## src/rtl/i2c_target_rx.sv

```systemverilog
// I2C target write receiver.
// It samples raw SDA/SCL, decodes START/STOP and bit edges, and matches a 7-bit address.
// It ACKs write transfers addressed to TARGET_ADDR and emits each received data byte as a one-cycle strobe.
// SDA is open-drain: o_sda_drive=0 pulls the line low, 1 releases it.
module i2c_target_rx #(
  parameter logic [6:0] TARGET_ADDR = 7'h33,
  parameter int         SYNC_STAGES = 2
) (
  input  logic       i_clk,
  input  logic       i_rst,
  input  logic       i_sda,
  input  logic       i_scl,
  output logic       o_sda_drive,
  output logic [7:0] o_data,
  output logic       o_valid,
  output logic       o_start,
  output logic       o_stop,
  output logic       o_busy,
  output logic       o_selected
);

  typedef enum logic [2:0] {
    S_IDLE,
    S_ADDR,
    S_ADDR_ACK,
    S_DATA,
    S_DATA_ACK,
    S_IGNORE
  } state_t;

  logic [SYNC_STAGES-1:0] r_sdaSync;
  logic [SYNC_STAGES-1:0] r_sclSync;
  logic                   r_sdaHist;
  logic                   r_sclHist;

  state_t     r_state;
  logic [3:0] r_bitCnt;
  logic [6:0] r_shift;
  logic       r_sdaDrive;
  logic [7:0] r_data;
  logic       r_valid;
  logic       r_start;
  logic       r_stop;
  logic       r_busy;

  state_t     w_stateNext;
  logic [3:0] w_bitCntNext;
  logic [6:0] w_shiftNext;
  logic       w_driveNext;
  logic [7:0] w_dataNext;
  logic       w_validNext;
  logic       w_startNext;
  logic       w_stopNext;
  logic       w_busyNext;

  logic       w_sdaS;
  logic       w_sclS;
  logic       w_startCond;
  logic       w_stopCond;
  logic       w_sclRise;
  logic       w_sclFall;
  logic [7:0] w_byteIn;

  // Synchronise the pins and keep one history sample; preset high so an idle bus shows no edge after reset
  always_ff @(posedge i_clk) begin
    if (i_rst) begin
      r_sdaSync <= '1;
      r_sclSync <= '1;
      r_sdaHist <= 1'b1;
      r_sclHist <= 1'b1;
    end else begin
      r_sdaSync <= {r_sdaSync[SYNC_STAGES-2:0], i_sda};
      r_sclSync <= {r_sclSync[SYNC_STAGES-2:0], i_scl};
      r_sdaHist <= w_sdaS;
      r_sclHist <= w_sclS;
    end
  end

  assign w_sdaS = r_sdaSync[SYNC_STAGES-1];
  assign w_sclS = r_sclSync[SYNC_STAGES-1];

  // Bus conditions qualify on the SCL history, so a same-cycle SCL fall still counts as SCL high
  assign w_startCond = r_sclHist & r_sdaHist & ~w_sdaS;
  assign w_stopCond  = r_sclHist & ~r_sdaHist & w_sdaS;
  assign w_sclRise   = ~r_sclHist & w_sclS;
  assign w_sclFall   = r_sclHist & ~w_sclS;
  assign w_byteIn    = {r_shift, w_sdaS};

  // Register the FSM state together with the datapath and the output pulses
  always_ff @(posedge i_clk) begin
    if (i_rst) begin
      r_state    <= S_IDLE;
      r_bitCnt   <= 4'd0;
      r_shift    <= 7'd0;
      r_sdaDrive <= 1'b1;
      r_data     <= 8'd0;
      r_valid    <= 1'b0;
      r_start    <= 1'b0;
      r_stop     <= 1'b0;
      r_busy     <= 1'b0;
    end else begin
      r_state    <= w_stateNext;
      r_bitCnt   <= w_bitCntNext;
      r_shift    <= w_shiftNext;
      r_sdaDrive <= w_driveNext;
      r_data     <= w_dataNext;
      r_valid    <= w_validNext;
      r_start    <= w_startNext;
      r_stop     <= w_stopNext;
      r_busy     <= w_busyNext;
    end
  end

  // Next-state and output decode; a bus condition overrides whatever the current state is doing
  always_comb begin
    w_stateNext  = r_state;
    w_bitCntNext = r_bitCnt;
    w_shiftNext  = r_shift;
    w_driveNext  = r_sdaDrive;
    w_dataNext   = r_data;
    w_validNext  = 1'b0;
    w_startNext  = 1'b0;
    w_stopNext   = 1'b0;
    w_busyNext   = r_busy;
    if (w_startCond) begin
      w_stateNext  = S_ADDR;
      w_bitCntNext = 4'd0;
      w_shiftNext  = 7'd0;
      w_driveNext  = 1'b1;
      w_startNext  = 1'b1;
      w_busyNext   = 1'b1;
    end else if (w_stopCond) begin
      w_stateNext  = S_IDLE;
      w_bitCntNext = 4'd0;
      w_shiftNext  = 7'd0;
      w_driveNext  = 1'b1;
      w_stopNext   = 1'b1;
      w_busyNext   = 1'b0;
    end else begin
      case (r_state)
        S_ADDR: begin
          if (w_sclRise) begin
            w_shiftNext = w_byteIn[6:0];
            if (r_bitCnt == 4'd7) begin
              w_bitCntNext = 4'd8;
              if ((w_byteIn[7:1] == TARGET_ADDR) && !w_byteIn[0]) begin
                w_stateNext = S_ADDR_ACK;
              end else begin
                w_stateNext = S_IGNORE;
              end
            end else begin
              w_bitCntNext = r_bitCnt + 4'd1;
            end
          end
        end
        S_DATA: begin
          if (w_sclRise) begin
            w_shiftNext = w_byteIn[6:0];
            if (r_bitCnt == 4'd7) begin
              w_bitCntNext = 4'd8;
              w_dataNext   = w_byteIn;
              w_validNext  = 1'b1;
              w_stateNext  = S_DATA_ACK;
            end else begin
              w_bitCntNext = r_bitCnt + 4'd1;
            end
          end
        end
        S_ADDR_ACK, S_DATA_ACK: begin
          if (w_sclFall) begin
            if (r_sdaDrive) begin
              w_driveNext = 1'b0;
            end else begin
              w_driveNext  = 1'b1;
              w_stateNext  = S_DATA;
              w_bitCntNext = 4'd0;
              w_shiftNext  = 7'd0;
            end
          end
        end
        default: begin
          w_driveNext = 1'b1;
        end
      endcase
    end
  end

  assign o_sda_drive = r_sdaDrive;
  assign o_data      = r_data;
  assign o_valid     = r_valid;
  assign o_start     = r_start;
  assign o_stop      = r_stop;
  assign o_busy      = r_busy;
  assign o_selected  = (r_state == S_ADDR_ACK) || (r_state == S_DATA) || (r_state == S_DATA_ACK);

endmodule

```

## config.mk

```make
export PLATFORM = sky130hd
export DESIGN_NAME = i2c_target_rx
export DESIGN_NICKNAME = d
export VERILOG_FILES = /design/src/rtl/i2c_target_rx.sv
export SDC_FILE = /design/constraint.sdc
export NUM_CORES = 1
export LEC_CHECK = 0
export CAP_MARGIN = 15
export CORE_ASPECT_RATIO = 0.7
export CORE_MARGIN = 2
export CORE_UTILIZATION = 48
export CTS_CLUSTER_SIZE = 12
export DETAILED_ROUTE_END_ITERATION = 8
export PLACE_DENSITY_LB_ADDON = 0.3
export SYNTH_ARGS = -nofsm -noshare
export SYNTH_HDL_FRONTEND = slang
export SYNTH_SLANG_ARGS = --single-unit
```

## constraint.sdc

```tcl
create_clock -name i_clk -period 1.45 [get_ports i_clk]
set_input_delay 0.435 -clock i_clk [delete_from_list [all_inputs] [get_ports i_clk]]
set_output_delay 0.435 -clock i_clk [all_outputs]
set_load 0.02 [all_outputs]
```

Word-level counts from Yosys, hierarchy flattened. Cells that the tools add are included.

Memories kept: 0. Latch bits: 0. Bits in writable memories: 0. Logic and storage cells: 94. Bits of input ports: 4. Bits in registers: 33. Output and inout port bits: 14. Bits in read-only memories: 0.

$add $sub $neg: 1. Reductions and logical operators: 18. Shifts and indexed selects: 0. Div/mod/pow operators: 0. Multipliers: 0. Bitwise logic cells: 15. Equality and inequality tests: 19. $lt $le $gt $ge: 0. Mux-type cells: 27.

Operators with widths (count): $ne 4x4->1 const B (6); $mux 3 (7); $mux 7 (3); $mux 4 (4); $pmux 7 s2 (1); $reduce_and 7->1 (2); $ne 2x2->1 const B (6); $mux 1 (9); $not 1->1 (9); $pmux 3 s3 (1); $pmux 4 s2 (1); $eq 7x6->1 const B (1); $and 1x1->1 (6); $eq 3x2->1 const B (2); $reduce_or 2->1 (3); $reduce_and 5->1 (1); $reduce_bool 5->1 (1); $reduce_or 5->1 (1); $add 4x1->4 const B (1); $eq 4x3->1 const B (1); $reduce_and 4->1 (1); $reduce_bool 2->1 (2); $eq 3x1->1 const B (1); $eq 3x3->1 const B (1); 8 further kinds (9).

Logic depth before layout (Yosys ltp).
Depth in word-level cells: 8. Gate-level depth with buffers: 7. Mapped depth without buffers: 5.

Worst setup path before layout. No wires, ideal clock.

Path kind: reg-to-output. Start: register r_state[2]. End: output o_selected. Data required time: 1015 ps. Buffers on the path: 0. Data arrival time: 1198 ps. Path slack: -183 ps. Cell stages (with the launch flop): 3. Cells stage by stage: dfxtp_1 -> or2b_2 -> o21ai_0.

Cells in the longest elaborated chain, start to end: 3.

RTL lines: start: declaration (RTL line 36) `state_t r_state;`; start signal: assignment (RTL line 102) `r_state <= w_stateNext;`; $eq 3x2->1 (RTL line 194) `assign o_selected = (r_state == S_ADDR_ACK) || (r_state == S_DATA) || (r_state == S_DATA_ACK);`; $logic_or 1x1->1 (RTL line 194); $logic_or 1x1->1 (*) (RTL line 194); end: declaration (RTL line 19) `output logic o_selected`.

Every way passes the cells marked *; elsewhere a longest branch is shown, timed or not.

Worst setup path after layout. Ends and elaborated chain as after synthesis.

==> flow_metrics.env <==
export IMPL_synthCells=153
export IMPL_max_stage_delay_ps=350
export IMPL_utilization=0.734
export IMPL_cts_hold_buffers_added=0
export IMPL_synth_edf_count=0
export IMPL_synth_warnings=0
export IMPL_finalWirelength_mm=3.86
export IMPL_fp_dieH_um=48.6
export IMPL_cts_made_buffers=5
export IMPL_clk_path_buf_depth=2
export IMPL_dieArea_um2=3300
export IMPL_max_freq_mhz=622
export IMPL_viasPerCell=5.75
export IMPL_initial_core_util=0.498
export IMPL_grt_use_total=0.240
export IMPL_hp_start="r_sclSync[0]"
export IMPL_drive_above_1_share=0.416
export IMPL_grt_overflow=0
export IMPL_clock_skew_ps=7.35
export IMPL_synth_main_ff_cell="dfxtp_1"
export IMPL_core_area_um2=2740
export IMPL_die_w_um=67.8
export IMPL_grt_max_degree=15
export IMPL_peakVddDrop_mv=0.582
export IMPL_fin_crit_sh=1.11
export IMPL_p_per_area_nw_per_um2=957
export IMPL_clk_latency_ps=290
export IMPL_criticalPathCategory="reg -> out"
export IMPL_reg2reg_to="o_data[4]"
export IMPL_status="complete, but fails checks"
export IMPL_wire_per_inst_um=16.6
export IMPL_antenna_found_initial=0
export IMPL_relSlewSlack=0.751
export IMPL_cts_tree="yes"
export IMPL_drt_antenna_violating_nets=0
export IMPL_rsz0062_at_grt="yes"
export IMPL_hpwlAfterDp_mm=2.28
export IMPL_timing_rr_start="r_state[2]"
export IMPL_io_pins=18
export IMPL_worstPathCellList="or2b_4 > o21ai_2 > buf_4"
export IMPL_gp_congestion=0.875
export IMPL_worstPathRequired_ps=1020
export IMPL_syn_nets=158
export IMPL_finalMaxSlewViolations=0
export IMPL_drv_cap=0
export IMPL_start_kind="flop"
export IMPL_cts_clk_slew_worst_paths_ps=70
export IMPL_port_buffers=17
export IMPL_grt_pass1_vias=1251
export IMPL_final_instance_count_excl_fill=233
export IMPL_syn_area_per_cell_um2=8.93
export IMPL_r2r_slack_ps=-100
export IMPL_dp_cells=221
export IMPL_hold_path_endpoint="r_sclSync[1]"
export IMPL_area_delta_synth_final_pct=47.4
export IMPL_drc=2
export IMPL_ys_types=39
export IMPL_diodes=0
export IMPL_cts_root_buf="clkbuf_8"
export IMPL_finalHoldViolCount=0
export IMPL_end_kind="primary output"
export IMPL_setup_violations_final=19
export IMPL_layout_commonest_cell="dfxtp_1"
export IMPL_worstPathArrival_ps=1170
export IMPL_cts_htree_levels=2
export IMPL_tightest_slew_ps=369
export IMPL_synth_area_um2=1370
export IMPL_hold_depth=1
export IMPL_reg2regPathDepth=6
export IMPL_power_leakage_nw=0.790
export IMPL_first_pass_iters=9
export IMPL_period_minus_slack_ps=1610
export IMPL_fin_area_um2=2010
export IMPL_final_cell_mix="dfxtp_1, buf_4, nor2_1"
export IMPL_cts_sinks=33
export IMPL_async_flop_share=0
export IMPL_slowest_stage="dfxtp_2"
export IMPL_hold_class="reg -> reg"
export IMPL_seq_area_frac_synth=0.484
export IMPL_setup_ws_ps=-158
export IMPL_final_nets=201
export IMPL_finalPower_mw=1.93
export IMPL_synth_seq_cells=33
export IMPL_drt_iter0_markers=74
export IMPL_std_cell_rows=16
export IMPL_cp_max_fo=4
export IMPL_failed_checks="design-rule violations, negative setup slack"
export IMPL_tns_ps=-1080
export IMPL_place_area_um2=1730
export IMPL_grt_pass1_wl_mm=5.73
export IMPL_vias=1340
-- metal layers --
metal | global-route usage | vias to the layer above | share of wire
met4 | 0.0933 | 0 | 0.026
met2 | 0.356 | 86 | 0.47
met5 | 0 | - | 0
met3 | 0.105 | 19 | 0.090
li1 | - | 624 | -
met1 | 0.305 | 611 | 0.42
-- where the power goes --
group	total (mW)	switching (mW)	internal, mW
logic	0.104	0.0552	0.0489
clock network	0.894	0.334	0.560
registers	0.929	0.0108	0.918
total	1.93	0.400	1.53
-- through the flow --
step,worst slack (ps),hold slack [ps]
floorplan,-31.2,389
global placement,-340,400
detailed placement,-372,398
CTS,-206,420
global route,-187,435
finish,-158,414
-- cell type report --
cell class                 instances  area [um^2]
sequential                        33          667
tap                               36         45.0
multi-input combinational        110          793
inverter                           2         7.51
timing repair buffer              44          385
fill                             189          728
clock buffer                       7         86.3
clock inverter                     1         30.0
-- cell usage after synthesis (all sizes together) (3+ instances only) --
library cell | instances | area, um^2
dfxtp | 33 | 661
nand2 | 21 | 78.8
a21oi | 19 | 95.1
nor2 | 16 | 60.1
a22oi | 8 | 60.1
or2 | 6 | 37.5
buf | 4 | 18.8
clkbuf | 4 | 15.0
o21ai | 4 | 20.0
nand3 | 3 | 15.0
or2b | 3 | 23.8
-- worst max path at each step --
stage                           from    endpoint  slack [ps]  depth (start not counted)
after floorplan           r_state[2]  o_selected         -30                          2
after global placement    r_state[2]  o_selected        -340                          3
after detailed placement  r_state[2]  o_selected        -370                          3
after CTS                 r_state[2]  o_selected        -210                          3
after global routing      r_state[2]  o_selected        -190                          3
final                     r_state[2]  o_selected        -160                          3
-- critical path: cells and delay by family, from the launching register on --
| family | cells | cell delay, ps |
|---|---|---|
| flip-flops | 1 | 350 |
| AND/OR/NAND/NOR | 1 | 270 |
| buffers and inverters | 1 | 150 |
| AO/OA/AOI/OAI | 1 | 110 |
-- cells by family after synthesis --
group	share of synthesized area
XOR/XNOR	0.0183
adder cells (fa/ha/maj)	0.00916
AO/OA/AOI/OAI	0.209
AND/OR/NAND/NOR	0.243
multiplexers	0.00733
flip-flops	0.484
buffers and inverters	0.0302
-- flip-flops by register name, indices dropped and copies added, names as in the netlist, 2 cells and up --
signal and count:
o_data 8, r_bitCnt 4, r_sclSync 2, r_sdaSync 2, r_shift 7, r_state 3
-- repair_timing --
action                     4_1_cts  5_1_grt
pin swaps                        1       11
cloned                           0        0
buffers inserted                 1        3
setup endpoints to repair       35       25
gates resized for setup         29       35
(Power assumes the default switching activity.)
